[config.mk]
export PLATFORM = sky130hd
export DESIGN_NAME = codec_init_seq
export DESIGN_NICKNAME = d
export VERILOG_FILES = /design/src/rtl/codec_init_pkg.sv /design/src/rtl/codec_init_rom.sv /design/src/rtl/codec_init_seq.sv
export SDC_FILE = /design/constraint.sdc
export NUM_CORES = 1
export LEC_CHECK = 0
export ABC_AREA = 1
export CAP_MARGIN = 20
export CORE_MARGIN = 2
export CORE_UTILIZATION = 55
export DETAILED_ROUTE_END_ITERATION = 7
export GPL_TIMING_DRIVEN = 1
export PLACE_DENSITY = 0.8
export SLEW_MARGIN = 15
export SYNTH_ARGS = -nofsm -noshare
export SYNTH_HDL_FRONTEND = slang
export SYNTH_SLANG_ARGS = --single-unit
[constraint.sdc]
create_clock -name i_sys_clk -period 2.15 [get_ports i_sys_clk]
set_input_delay 0.43 -clock i_sys_clk [delete_from_list [all_inputs] [get_ports i_sys_clk]]
set_output_delay 0.43 -clock i_sys_clk [all_outputs]
set_load 0.005 [all_outputs]
[src/rtl/codec_init_pkg.sv]
// Shared types and constants for the WM8731 power-up configuration sequencer.
// Register addresses follow the WM8731 register map (7-bit address field).
package codec_init_pkg;

    localparam int TABLE_LEN = 8;
    localparam int CNT_W     = 20;

    localparam logic [6:0] REG_LHP_OUT      = 7'h02;
    localparam logic [6:0] REG_ANALOG_PATH  = 7'h04;
    localparam logic [6:0] REG_DIGITAL_PATH = 7'h05;
    localparam logic [6:0] REG_POWER_DOWN   = 7'h06;
    localparam logic [6:0] REG_DIGITAL_IF   = 7'h07;
    localparam logic [6:0] REG_SAMPLING     = 7'h08;
    localparam logic [6:0] REG_ACTIVE       = 7'h09;
    localparam logic [6:0] REG_RESET        = 7'h0F;

    typedef enum logic [2:0] {
        ST_STARTUP,
        ST_LOAD,
        ST_REQ,
        ST_REL,
        ST_GAP,
        ST_DONE,
        ST_ERROR
    } state_t;

    function automatic logic is_busy(input state_t s);
        case (s)
            ST_STARTUP, ST_LOAD, ST_REQ, ST_REL, ST_GAP: is_busy = 1'b1;
            default:                                     is_busy = 1'b0;
        endcase
    endfunction

endpackage

[src/rtl/codec_init_rom.sv]
// Fixed WM8731 init table; packs each {reg, 9-bit value} entry into the two
// I2C payload bytes {reg[6:0], val[8]} and val[7:0].
module codec_init_rom
    import codec_init_pkg::*;
(
    input  logic [2:0] i_index,
    output logic [7:0] o_register,
    output logic [7:0] o_data
);

    logic [6:0] w_reg;
    logic [8:0] w_val;

    always_comb begin
        w_reg = REG_RESET;
        w_val = 9'h000;
        case (i_index)
            3'd0: begin w_reg = REG_RESET;        w_val = 9'h000; end
            3'd1: begin w_reg = REG_POWER_DOWN;   w_val = 9'h000; end
            3'd2: begin w_reg = REG_LHP_OUT;      w_val = 9'h179; end
            3'd3: begin w_reg = REG_ANALOG_PATH;  w_val = 9'h012; end
            3'd4: begin w_reg = REG_DIGITAL_PATH; w_val = 9'h000; end
            3'd5: begin w_reg = REG_DIGITAL_IF;   w_val = 9'h00A; end
            3'd6: begin w_reg = REG_SAMPLING;     w_val = 9'h000; end
            3'd7: begin w_reg = REG_ACTIVE;       w_val = 9'h001; end
            default: begin w_reg = REG_RESET;     w_val = 9'h000; end
        endcase
    end

    assign o_register = {w_reg, w_val[8]};
    assign o_data     = w_val[7:0];

endmodule

[src/rtl/codec_init_seq.sv]
// WM8731 power-up sequencer: walks the init table and hands each entry to the
// i2c_write master through its write/done level handshake.
module codec_init_seq
    import codec_init_pkg::*;
#(
    parameter logic [7:0]  DEV_ADDR       = 8'h34,
    parameter int unsigned STARTUP_CYCLES = 50_000,
    parameter int unsigned GAP_CYCLES     = 500,
    parameter int unsigned TIMEOUT_CYCLES = 250_000
) (
    input  logic       i_sys_clk,
    input  logic       i_rst_n,
    input  logic       i_start,
    output logic [7:0] o_i2c_addr,
    output logic [7:0] o_i2c_register,
    output logic [7:0] o_i2c_data,
    output logic       o_i2c_write,
    input  logic       i_i2c_done,
    output logic       o_busy,
    output logic       o_init_done,
    output logic       o_error,
    output logic [2:0] o_step
);

    localparam logic [CNT_W-1:0] STARTUP_LOAD = CNT_W'(STARTUP_CYCLES);
    localparam logic [CNT_W-1:0] GAP_LOAD     = CNT_W'(GAP_CYCLES);
    localparam logic [CNT_W-1:0] TIMEOUT_LOAD = CNT_W'(TIMEOUT_CYCLES);

    state_t           r_state;
    state_t           w_state_nxt;
    logic [CNT_W-1:0] r_count;
    logic [CNT_W-1:0] w_count_nxt;
    logic [2:0]       r_step;
    logic [2:0]       w_step_nxt;
    logic             r_start_meta;
    logic             r_start_sync;
    logic             r_start_prev;
    logic             r_start_pend;
    logic             r_write;
    logic             r_busy;
    logic             r_init_done;
    logic             r_error;
    logic [7:0]       r_register;
    logic [7:0]       r_data;
    logic             w_start_edge;
    logic             w_start_go;
    logic             w_count_last;
    logic [7:0]       w_rom_register;
    logic [7:0]       w_rom_data;

    codec_init_rom u_rom (
        .i_index    (w_step_nxt),
        .o_register (w_rom_register),
        .o_data     (w_rom_data)
    );

    // An edge arriving as the sequence lands in DONE is held for one cycle so it is not lost.
    assign w_start_edge = r_start_sync & ~r_start_prev;
    assign w_start_go   = w_start_edge | r_start_pend;
    assign w_count_last = (r_count == CNT_W'(1));

    always_comb begin
        w_state_nxt = r_state;
        w_step_nxt  = r_step;
        case (r_state)
            ST_STARTUP: if (w_count_last) w_state_nxt = ST_LOAD;
            ST_LOAD:    w_state_nxt = ST_REQ;
            ST_REQ: begin
                if (i_i2c_done)        w_state_nxt = ST_REL;
                else if (w_count_last) w_state_nxt = ST_ERROR;
            end
            ST_REL:     if (!i_i2c_done) w_state_nxt = ST_GAP;
            ST_GAP: begin
                if (w_count_last) begin
                    if (r_step == 3'(TABLE_LEN - 1)) begin
                        w_state_nxt = ST_DONE;
                    end else begin
                        w_step_nxt  = r_step + 3'd1;
                        w_state_nxt = ST_LOAD;
                    end
                end
            end
            ST_DONE, ST_ERROR: begin
                if (w_start_go) begin
                    w_step_nxt  = 3'd0;
                    w_state_nxt = ST_LOAD;
                end
            end
            default:    w_state_nxt = ST_STARTUP;
        endcase
    end

    // The shared down-counter reloads on every state change; each timed state lasts exactly its load value.
    always_comb begin
        w_count_nxt = r_count;
        if (w_state_nxt != r_state) begin
            case (w_state_nxt)
                ST_STARTUP: w_count_nxt = STARTUP_LOAD;
                ST_REQ:     w_count_nxt = TIMEOUT_LOAD;
                ST_GAP:     w_count_nxt = GAP_LOAD;
                default:    w_count_nxt = '0;
            endcase
        end else if (r_count != '0) begin
            w_count_nxt = r_count - CNT_W'(1);
        end
    end

    always_ff @(posedge i_sys_clk or negedge i_rst_n) begin
        if (!i_rst_n) begin
            r_state      <= ST_STARTUP;
            r_count      <= STARTUP_LOAD;
            r_step       <= 3'd0;
            r_start_meta <= 1'b0;
            r_start_sync <= 1'b0;
            r_start_prev <= 1'b0;
            r_start_pend <= 1'b0;
            r_write      <= 1'b0;
            r_busy       <= 1'b0;
            r_init_done  <= 1'b0;
            r_error      <= 1'b0;
            r_register   <= 8'h00;
            r_data       <= 8'h00;
        end else begin
            r_state      <= w_state_nxt;
            r_count      <= w_count_nxt;
            r_step       <= w_step_nxt;
            r_start_meta <= i_start;
            r_start_sync <= r_start_meta;
            r_start_prev <= r_start_sync;
            r_start_pend <= w_start_edge && (w_state_nxt == ST_DONE) && (r_state != ST_DONE);
            r_write      <= (w_state_nxt == ST_REQ);
            r_busy       <= is_busy(w_state_nxt);
            r_init_done  <= (w_state_nxt == ST_DONE);
            r_error      <= (w_state_nxt == ST_ERROR);
            // Payload is latched on entry to LOAD so it settles a full cycle before the write request.
            if (w_state_nxt == ST_LOAD) begin
                r_register <= w_rom_register;
                r_data     <= w_rom_data;
            end
        end
    end

    assign o_i2c_addr     = DEV_ADDR;
    assign o_i2c_register = r_register;
    assign o_i2c_data     = r_data;
    assign o_i2c_write    = r_write;
    assign o_busy         = r_busy;
    assign o_init_done    = r_init_done;
    assign o_error        = r_error;
    assign o_step         = r_step;

endmodule
# Yosys cells after proc, flatten, opt, wreduce, memory -nomap -nowiden
# Memory sizes are Yosys's and may differ from the RTL's. A register that Yosys moved wholly into a read port is not among the register bits.
# Cells that the tools add are included.
[totals]
register_bits = 50
romBits = 88
in_bits = 4
wordCells = 60
n_memories = 1
[op_classes]
addsub = 2
eq_ne = 16
n_mux = 16
n_bitwise = 3
n_reduce_logical = 9
[mem_list]
columns = ["name", "words", "width", "read_ports", "rd_ports_with_merged_regs", "write_ports", "line_no", "text"]
rows = [
  ["(name not given)", 8, 11, 1, 1, 0, "codec_init_rom.sv:17", "case (i_index)"],
]
[ops]
columns = ["cell", "n"]
rows = [
  ["case mux 18 bit (3 select lines)", 1],
  ["2-to-1 mux 20 bit", 2],
  ["2-to-1 mux 3 bit", 10],
  ["equality test 3 bit, second input constant", 7],
  ["equality test 20 x 1 -> 1 bit, second input constant", 1],
  ["nonzero test 20 bit", 1],
  ["subtractor 20 x 1 -> 20 bit, second input constant", 1],
  ["case mux 3 bit (6 select lines)", 1],
  ["equality test 3 x 2 -> 1 bit, second input constant", 4],
  ["equality test 3 x 1 -> 1 bit, second input constant", 2],
  ["logical NOT 3 bit", 2],
  ["case mux 3 bit (2 select lines)", 1],
  ["OR reduction 5 bit", 1],
  ["adder 3 x 1 -> 3 bit, second input constant", 1],
  ["!= test 3 bit", 1],
  ["!= test 3 bit, second input constant", 1],
  ["logical AND 1 bit", 2],
  ["nonzero test 2 bit", 1],
  ["OR reduction 2 bit", 1],
  ["bitwise AND 1 bit", 1],
  ["logical NOT 1 bit", 1],
  ["2-to-1 mux 1 bit", 1],
  ["NOT 1 bit", 1],
  ["OR 1 bit", 1],
]

# Longest topological paths before layout
[logic_depth]
depth_word = 8
ltp_mapped = 14
depth_no_buf = 13

# Cells and area by module
# From an unflattened synthesis, not the netlist that was laid out.
[hier_totals]
cells_unflattened = 370
hier_area_um2 = 3074.2
[by_module_without_submodules]
columns = ["module", "n_inst", "cells_per_inst", "area_each_um2", "seq_area_each_um2"]
rows = [
  ["codec_init_seq", 1, 340, 2912.8, 1258.7],
  ["codec_init_rom", 1, 30, 161.4, 0.0],
]

# Worst setup path before layout
# OpenSTA, ideal clock, no wires.
[synth_path]
path_kind = "register -> register"
from = "reg r_count[1]"
to = "reg r_register[3], in the netlist o_i2c_register[3]"
arrival_time_ps = 1591
t_required_ps = 2031
slack_ps = 440
path_stages_with_launch = 11
n_path_buf = 0
period_less_slack_ps = 1710
cell_sequence = "dfrtp_1 inv_1 ha_1 nand3_1 nor2_4 nand3_2 nand3_2 nand2_2 nor2_8 nand3_2 o21a_1"
[synth_via]
elab_chain_cells = 5
word_cells_on_any_way = 9
[synth_lines]
columns = ["item", "line_no", "text"]
rows = [
  ["from (decl)", "codec_init_seq.sv:31", "logic [CNT_W-1:0] r_count;"],
  ["from (signal assigned)", "codec_init_seq.sv:125", "r_count <= w_count_nxt;"],
  ["equality test 20 x 1 -> 1 bit *", "codec_init_seq.sv:60", "assign w_count_last = (r_count == CNT_W'(1));"],
  ["2-to-1 mux 3 bit", "codec_init_seq.sv:70", "else if (w_count_last) w_state_nxt = ST_ERROR;"],
  ["2-to-1 mux 3 bit", "codec_init_seq.sv:69", "if (i_i2c_done) w_state_nxt = ST_REL;"],
  ["case mux 3 bit (6 select lines) *", "codec_init_seq.sv:65", "case (r_state)"],
  ["net w_state_nxt[0]", "codec_init_seq.sv:30", "state_t w_state_nxt;"],
  ["equality test 3 x 1 -> 1 bit *", "codec_init_seq.sv:136", "if (w_state_nxt == ST_LOAD) begin"],
  ["to (decl)", "codec_init_seq.sv:43", "logic [7:0] r_register;"],
]
# Mark *: on every way through the listed nets, which the timed path passes. The rest lies on a longest branch.
# A chain may end at the register's enable or synchronous reset.

# Worst setup path in the final report
[layout_path]
from = "reg r_count[1]"
to = "reg r_count[7]"
[layout_via]
elab_chain_cells = 7
word_cells_on_any_way = 16
[layout_lines]
columns = ["item", "line_no", "text"]
rows = [
  ["equality test 20 x 1 -> 1 bit", "codec_init_seq.sv:60", ""],
  ["2-to-1 mux 3 bit", "codec_init_seq.sv:70", ""],
  ["2-to-1 mux 3 bit", "codec_init_seq.sv:69", ""],
  ["case mux 3 bit (6 select lines)", "codec_init_seq.sv:65", ""],
  ["equality test 3 bit (tied with other cells)", "codec_init_seq.sv:97", "case (w_state_nxt)"],
  ["case mux 18 bit (3 select lines)", "codec_init_seq.sv:97", ""],
  ["2-to-1 mux 20 bit", "codec_init_seq.sv:96", "if (w_state_nxt != r_state) begin"],
]
# Several ways; a longest one is shown, not always the timed one. The select of a mux whose other input is x is not followed.

==> results.cfg <==
[cts]
tritoncts = yes
cts_buffer_depth = 2
cts_hold_buf = 0
cts_buffers = 5
clk_pin_slew_ns = 0.09
cts.sinks = 43
h-tree-depth = 2
clkLatencyLatePin_ns = 0.30
cts_root_buf = clkbuf_8

[global_route]
grt-ovfl-total = 0
grt-busiest-layer = met2
grt_util_met3 = 0.0453
antenna_found_initial = 0
globalRouteTotalUtil = 0.229
grt_pass1_vias = 2122
met1_usage = 0.299
grt_max_degree = 23
grt_pass1_wl_um = 9510
met2_usage = 0.391

[setup_path]
crit_cells = 12
path_buf_inv = 3
cp-end-kind = flop
path_cells = inv_1, ha_1, nand3_1, nor2_4, nand3_4, a21oi_2, nand2_2, buf_4, nand3_1, nand2_1, nand2_1, inv_1
cp_top_family = simple AND/OR/NAND/NOR gates
timing.rr.end = r_count[7]$_DFFE_PN0P_
slowest_delay_ns = 0.42
rrSetupSlack_ns = 0.07
critPathCapture = r_count[7]$_DFFE_PN0P_
path_max_fanout = 6
critPathLaunchType = flop
crit_required_ns = 2.35
crit_slowest_cell = dfrtp_1
critPathKind = flop to flop
worstPathArrival_ns = 2.28
r2r.worst_path.cells = 12
startpoint = r_count[1]$_DFFE_PN0P_
r2r_start = r_count[1]$_DFFE_PN0P_

[synthesis]
ys_seq_elements = 43
netlist_area_sq_um = 2660
yosysWarnings = 0
synthArstFlopShare = 1.00
synth_enable_flop_cells = 0
synth_cell_type_count = 31
ys.flop_type = dfrtp_1
synth_cells = 344
syn_avg_cell_area_sq_um = 7.72
yosysSeqAreaShare = 0.408

[placement]
io_buffer_count = 21
dp.cells = 422
gp_congestion = 0.932
dp_hpwl_um = 4260
post-place-ws_ns = -0.0810

[timing]
worst_slack_ns = 0.0738
hold_viol_final = 0
period_share = 0.966
fmax_mhz = 482
period_needed_ns = 2.08
finalSetupViolations = 0
worst_pin_slew_ns = 0.542
slew_headroom = 0.638
drv_slew = 0
skew_ns = 0.0140
grt_setup_unrepaired = yes

[routing]
routed_wl_um = 6000
viasPerCell = 5.33
drt-wirelength-per-cell_um = 13.7
postRouteAntennaNets = 0
drc = 0
drtIter0Drc = 143
drt_pass1_iterations = 5
vias = 2331

[layout]
fin_cells = 437
final_layout_size_suffix_gt1_frac = 0.162
syn_to_final_growth_pct = 18.3
antennaDiodeCount = 0
nets = 390

[pwr]
ir_worst_vdd_v = 0.000397
p_clk_frac = 0.430
power_mw = 1.48
share_comb_of_total_power = 0.022
p_int_mw = 1.17
p_leak_nw = 1.63
power_switching_share = 0.214
cellPowerDensity_nw_per_um2 = 472
p_sw_uw = 317
pwr-share-seq = 0.548

[die]
ioPinCount = 35
die_w_um = 73.5
rows = 25
die_h_um = 73.5
initial_core_util = 0.566
dieArea_sq_um = 5400
fp.coreArea_sq_um = 4690

[min_path]
hold_path.class = input pin to asynchronous set/reset pin

[status]
status = completed

[job]
drv_cap = 0
worst register-to-register path: stages, from the launching register on:
cell	delay (ns)
dfrtp_1	0.42
inv_1	0.12
ha_1	0.17
nand3_1	0.12
nor2_4	0.19
nand3_4	0.12
a21oi_2	0.26
nand2_2	0.17
buf_4	0.20
nand3_1	0.07
nand2_1	0.05
nand2_1	0.05
inv_1	0.04
metrics by stage:
| stage | util | hold slack (ns) | instance area, sq um | setup TNS (ns) |
|---|---|---|---|---|
| 3_5_place_dp | 0.621 | 0.338 | 2920 | -0.269 |
| 6_report | 0.669 | 0.102 | 3140 | 0 |
| 2_1_floorplan | - | 0.134 | 2700 | 0 |
| 5_1_grt | 0.669 | 0.135 | 3140 | -0.429 |
| 3_3_place_gp | 0.621 | 0.348 | 2920 | 0 |
| 4_1_cts | 0.645 | 0.115 | 3030 | 0 |
kinds of logic after synthesis:
logic type / Yosys count / share of synthesized area
buffers and inverters: 65 / 0.123
AOI/OAI and AO/OA: 26 / 0.0556
xor gates and xnor gates: 17 / 0.0561
and+or+nand+nor: 187 / 0.336
DFF: 43 / 0.408
adders and majority gates: 4 / 0.0189
other: 2 / 0.00283
cell type report:
type | instances | area, sq um
clock buffers | 5 | 68.8
well taps | 54 | 67.6
repair buffers | 39 | 353
clock inverters | 3 | 43.8
fillers | 380 | 1550
flip-flops and latches | 43 | 1090
multi-input cells | 248 | 1350
inverters | 45 | 169
cells in the final DEF, fill, tap and decap left out, types with 5 or more instances in the layout:
cell | netlist | routed
nand2_1 | 67 | 66
nor2_1 | 48 | 48
inv_1 | 44 | 43
dfrtp_1 | 37 | 35
nand3_1 | 30 | 29
clkdlybuf4s50_1 | 0 | 20
buf_4 | 15 | 17
nand4_1 | 14 | 14
conb_1 | 2 | 13
o21ai_0 | 12 | 12
xnor2_1 | 9 | 9
xor2_1 | 8 | 8
nand3_2 | 8 | 7
nor3_1 | 7 | 7
dfstp_2 | 6 | 6
clkbuf_8 | 0 | 5
synthesized netlist by cell type, types with 3 or more instances:
cell | n | area [sq um]
nand2_1 | 67 | 251
nand4_1 | 14 | 87.6
buf_4 | 15 | 113
ha_1 | 4 | 50.1
inv_1 | 44 | 165
dfrtp_1 | 37 | 926
nand3_2 | 8 | 80.1
xnor2_1 | 9 | 78.8
dfstp_2 | 6 | 158
nor3_1 | 7 | 35.0
nor2_1 | 48 | 180
xor2_1 | 8 | 70.1
nand2_2 | 5 | 31.3
nand3_1 | 30 | 150
o21ai_0 | 12 | 60.1
buf_6 | 3 | 33.8
a21oi_1 | 5 | 25.0
o21ai_1 | 4 | 20.0
nor2_2 | 4 | 25.0
per-layer routing:
layer / vias up / wire length, um / part of all wire
li1: 1152 / - / -
met1: 1106 / 2640 / 0.44
met2: 67 / 3060 / 0.51
met3: 6 / 258 / 0.043
met4: 0 / 45 / 0.0075
met5: - / 0 / 0
power groups by stage:
stage               Sequential (mW)  Clock, mW  Combinational (mW)
global placement              0.828          0              0.0336
finish                        0.812      0.637              0.0331
global route                  0.813      0.687              0.0403
detailed placement            0.828          0              0.0340
CTS                           0.813      0.646              0.0340
floorplan                     0.828          0              0.0244
worst min path at each step:
| stage | startpoint | end | slack, ns |
|---|---|---|---|
| finish | i_rst_n | r_count[11]$_DFFE_PN0P_ | 0.10 |
| global route | i_rst_n | r_count[11]$_DFFE_PN0P_ | 0.14 |
| CTS | i_rst_n | r_count[1]$_DFFE_PN0P_ | 0.12 |
| detailed placement | r_start_meta$_DFF_PN0_ | r_start_sync$_DFF_PN0_ | 0.34 |
| global placement | r_start_meta$_DFF_PN0_ | r_start_sync$_DFF_PN0_ | 0.35 |
| floorplan | i_rst_n | o_busy$_DFF_PN0_ | 0.13 |
flip-flops by register name (all words and copies together) (netlist names), 3 cells and up:
register        flops
o_step              3
o_i2c_register      4
r_state             3
o_i2c_data          5
r_count            20
what timing repair did:
action,CTS,global route
endpoints found under the setup margin,0,28
resized for setup,0,15
endpoints found under the hold margin,0,0
buffers inserted,0,6
No activity file was read; power rests on OpenSTA's default activity.
==> RTL change 1: new RTL, same settings <==
Encoding of `state_t`: now one-hot (7 bits for 7 states).
--- a/src/rtl/codec_init_pkg.sv
+++ b/src/rtl/codec_init_pkg.sv
@@ -14,14 +14,14 @@
     localparam logic [6:0] REG_ACTIVE       = 7'h09;
     localparam logic [6:0] REG_RESET        = 7'h0F;
 
-    typedef enum logic [2:0] {
-        ST_STARTUP,
-        ST_LOAD,
-        ST_REQ,
-        ST_REL,
-        ST_GAP,
-        ST_DONE,
-        ST_ERROR
+    typedef enum logic [6:0] {
+        ST_STARTUP = 7'b0000001,
+        ST_LOAD    = 7'b0000010,
+        ST_REQ     = 7'b0000100,
+        ST_REL     = 7'b0001000,
+        ST_GAP     = 7'b0010000,
+        ST_DONE    = 7'b0100000,
+        ST_ERROR   = 7'b1000000
     } state_t;
 
     function automatic logic is_busy(input state_t s);
Behaviour: no difference found for any inputs over 10 cycles, from zero or initial values and one cycle with i_rst_n low; not proved beyond that.
==> RTL change 1 against the unedited design <==
Critical path depth rose by 1; area after synthesis rose by 5.3%; routed wire length decreased by 3.8%; worst setup slack improved by 150 ps; sequential cell count up 4; power up 5.2%; cell area is 0.16% lower; first-iteration DRC count rose by 10%; critical path type unchanged.
==> RTL change 1: results (changes against the unedited design) <==
* WHS at 96.7 ps (was 102 ps)
* Share of cells above drive strength 1 at 16.5% (was 16.2%)
* Synth cell types at 36 (was 31)
* Met3 GRT Util at 3.97% (was 4.53%)
* Status: finished, final reports clean (unchanged)
* Placed instance count at 441 (was 422)
* Met1 usage at 31.3% (was 29.9%)
* Fin nets at 389 (was 390)
* Via count at 2283 (was 2331)
* P_leak at 1.60 nW (was 1.63 nW)
* Vias in the first global route at 2079 (was 2122)
* Sequential share of power at 56.9% (was 54.8%)
* Path depth of the worst reg2reg path at 13 (was 12)
* First-pass GRT wire length at 9740 um (was 9510 um)
* Total power at 1.56 mW (was 1.48 mW)
* Reported net switching power at 0.316 mW (was 0.317 mW)
* Layout Cells excl Fill at 449 (was 437)
* Routed wire length at 5770 um (was 6000 um)
* FF-to-FF End: o_i2c_data[3] (was r_count[7])
* Layout Skew at 10.5 ps (was 14.0 ps)
* Largest cells by area after synthesis: dfrtp_1 36%, nand2_1 10%, dfstp_2 6.6%, nor2_1 4.8%, inv_1 4.7% (was dfrtp_1 35%, nand2_1 9.5%, nor2_1 6.8%, inv_1 6.2%, dfstp_2 5.9%)
* Max FO, Critical Path at 8 (was 6)
* Dpl ws at 161 ps (was -81.0 ps)
* Post-synth top cells: 78 x nand2_1, 40 x dfrtp_1, 36 x nor2_1 (was 67 x nand2_1, 48 x nor2_1, 44 x inv_1)
* Clk Latency, worst-skew pair at 300 ps (about the same)
* Drt pass-1 iters at 4 (was 5)
* Placement Cell Area at 0.00302 mm2 (was 0.00292 mm2)
* Largest net degree at the start of global routing at 27 (was 23)
* Worst slew margin at 64.4% (was 63.8%)
* Register area share after synthesis at 42.4% (was 40.8%)
* Syn avg cell area at 7.83 um2 (was 7.72 um2)
* Crit path arrival time at 2120 ps (was 2280 ps)
* Met2 Use GR at 36.8% (was 39.1%)
* HPWL after DPL at 4340 um (was 4260 um)
* R2R Setup Slk at 220 ps (was 70 ps)
* VDD IR-drop max at 320 uV (was 397 uV)
* Final period utilization at 89.6% (was 96.6%)
* Tot GR Track Use at 22.7% (was 22.9%)
* Detailed Route Iter0 Violations at 158 (was 143)
* Antenna diodes at 0 (unchanged)
* Die W at 75.3 um (was 73.5 um)
* Fillcell total at 426 (was 380)
* Largest stage delay, worst path at 400 ps (was 420 ps)
[RTL change 1: kinds of logic after synthesis]
group | after synthesis | share of synthesized area (%)
compound gates | 44 | 8.64
xor+xnor | 11 | 3.45
fa+ha+maj | 4 | 1.79
buf+inv | 62 | 10.7
flops | 47 | 42.4
other cells | 2 | 0.269
simple gates | 187 | 32.7
[RTL change 1: cell type report]
cell class | instances | area, um2 | area share (%)
multi-input cells | 259 | 1360 | 43.3
flip-flops and latches | 47 | 1180 | 37.8
repair buffers | 23 | 233 | 7.42
inverters | 45 | 169 | 5.39
well taps | 67 | 83.8 | 2.67
clock buffers | 7 | 76.3 | 2.43
clock inverters | 1 | 30.0 | 0.958
[RTL change 1: routing by layer]
layer | share of wire, % | vias up
met5 | 0 | -
met4 | 1.2 | 0
met3 | 3.9 | 7
met2 | 48 | 42
met1 | 47 | 1078
li1 | - | 1156
==> RTL change 2: new RTL, config.mk and constraints unchanged <==
Without the edit above. The package constant `CNT_W` goes from 20 to 18.
--- a/src/rtl/codec_init_pkg.sv
+++ b/src/rtl/codec_init_pkg.sv
@@ -3,7 +3,7 @@
 package codec_init_pkg;
 
     localparam int TABLE_LEN = 8;
-    localparam int CNT_W     = 20;
+    localparam int CNT_W     = 18;
 
     localparam logic [6:0] REG_LHP_OUT      = 7'h02;
     localparam logic [6:0] REG_ANALOG_PATH  = 7'h04;
Function: same outputs for any inputs over 10 cycles, from zero or initial values and one cycle with i_rst_n low; that may be too few to reach the edited logic, so the function may still have changed.
==> RTL change 2 against the unedited design <==
Critical path depth decreased by 1; area after synthesis up 0.94%; combinational power is 6% higher; worst setup slack improved by 120 ps; sequential cell count is 2 lower; cell area decreased by 4.0%; sequential power decreased by 4.6%; power shrank 3.0%; via count is 10% lower; worst hold slack lost 26 ps; global-route usage shrank 0.62 points; count of clock-buffer cells in the layout unchanged; routed wire length fell by 8.4%; critical endpoint is now r_count[4]; largest power group unchanged.
==> RTL change 2: results (changes against the unedited design) <==
* Status: finished, final reports clean (unchanged)
* Via count at 2088 (was 2331)
* Met3 GRT Util at 3.98% (was 4.53%)
* Inverters at 31 (was 45)
* Adder-Cell Fraction of Synth Area at 1.87% (was 1.89%)
* Layout non-clock buf frac at 7.97% (was 11.2%)
* Share of cells above drive strength 1 at 22.9% (was 16.2%)
* Crit path to: r_count[4] (was r_count[7])
* Path depth of the worst reg2reg path at 11 (was 12)
* Met3 wire len at 325 um (was 258 um)
* VDD IR-drop max at 376 uV (was 397 uV)
* WHS at 76.4 ps (was 102 ps)
* Largest cells by area after synthesis: dfrtp_1 33%, nand2_1 9.7%, dfstp_2 5.9%, buf_4 4.2%, nor2_4 4.2% (was dfrtp_1 35%, nand2_1 9.5%, nor2_1 6.8%, inv_1 6.2%, dfstp_2 5.9%)
* Met1 usage at 29.7% (was 29.9%)
* Detailed Route Iter0 Violations at 131 (was 143)
* Largest stage delay, worst path at 400 ps (was 420 ps)
* Clock buf/inv share at 3.74% (was 3.59%)
* Non-clock buffers at 24 (was 39)
* Synth cell types at 37 (was 31)
* Synth Area in Compound Gates at 7.61% (was 5.56%)
* R2R Setup Slk at 190 ps (was 70 ps)
* Core area at 0.00472 mm2 (was 0.00469 mm2)
* XOR/XNOR Fraction of Synth Area at 4.58% (was 5.61%)
* Met2 Use GR at 35.2% (was 39.1%)
* Dpl ws at 107 ps (was -81.0 ps)
* Gpl congestion at 0.913 (was 0.932)
* Met2 Wirelength at 2560 um (was 3060 um)
* Drt pass-1 iters at 4 (was 5)
* Max FFs per register at 18 (was 20)
* Multi-input logic area at 0.00143 mm2 (was 0.00135 mm2)
* Register area share after synthesis at 38.6% (was 40.8%)
* Fin nets at 347 (was 390)
==> RTL change 2: cell types whose count changed in the layout (fill, tap and decap cells not counted), sizes merged, moves of 5 or more <==
| cell | before | now |
|---|---|---|
| inv | 45 | 32 |
| a21oi | 5 | 18 |
| buf | 19 | 4 |
| nand2 | 73 | 82 |
| nand3 | 38 | 20 |
| or2 | 0 | 5 |
| o21ai | 16 | 11 |
| nand4 | 14 | 9 |
| nor2 | 54 | 47 |
==> RTL change 2: where the power goes <==
part,internal (mW),switching (mW),leakage (nW)
sequential,0.774,0.000941,0.530
clock,0.348,0.280,0.0585
combinational,0.00950,0.0255,0.876
total,1.13,0.307,1.46
==> RTL change 2: stage by stage <==
step	utilization [%]	cell area (um2)	cells
floorplan	-	2720	327
global placement	61.0	2880	398
detailed placement	61.0	2880	398
CTS	63.4	3000	406
global route	63.8	3010	407
finish	63.8	3010	407
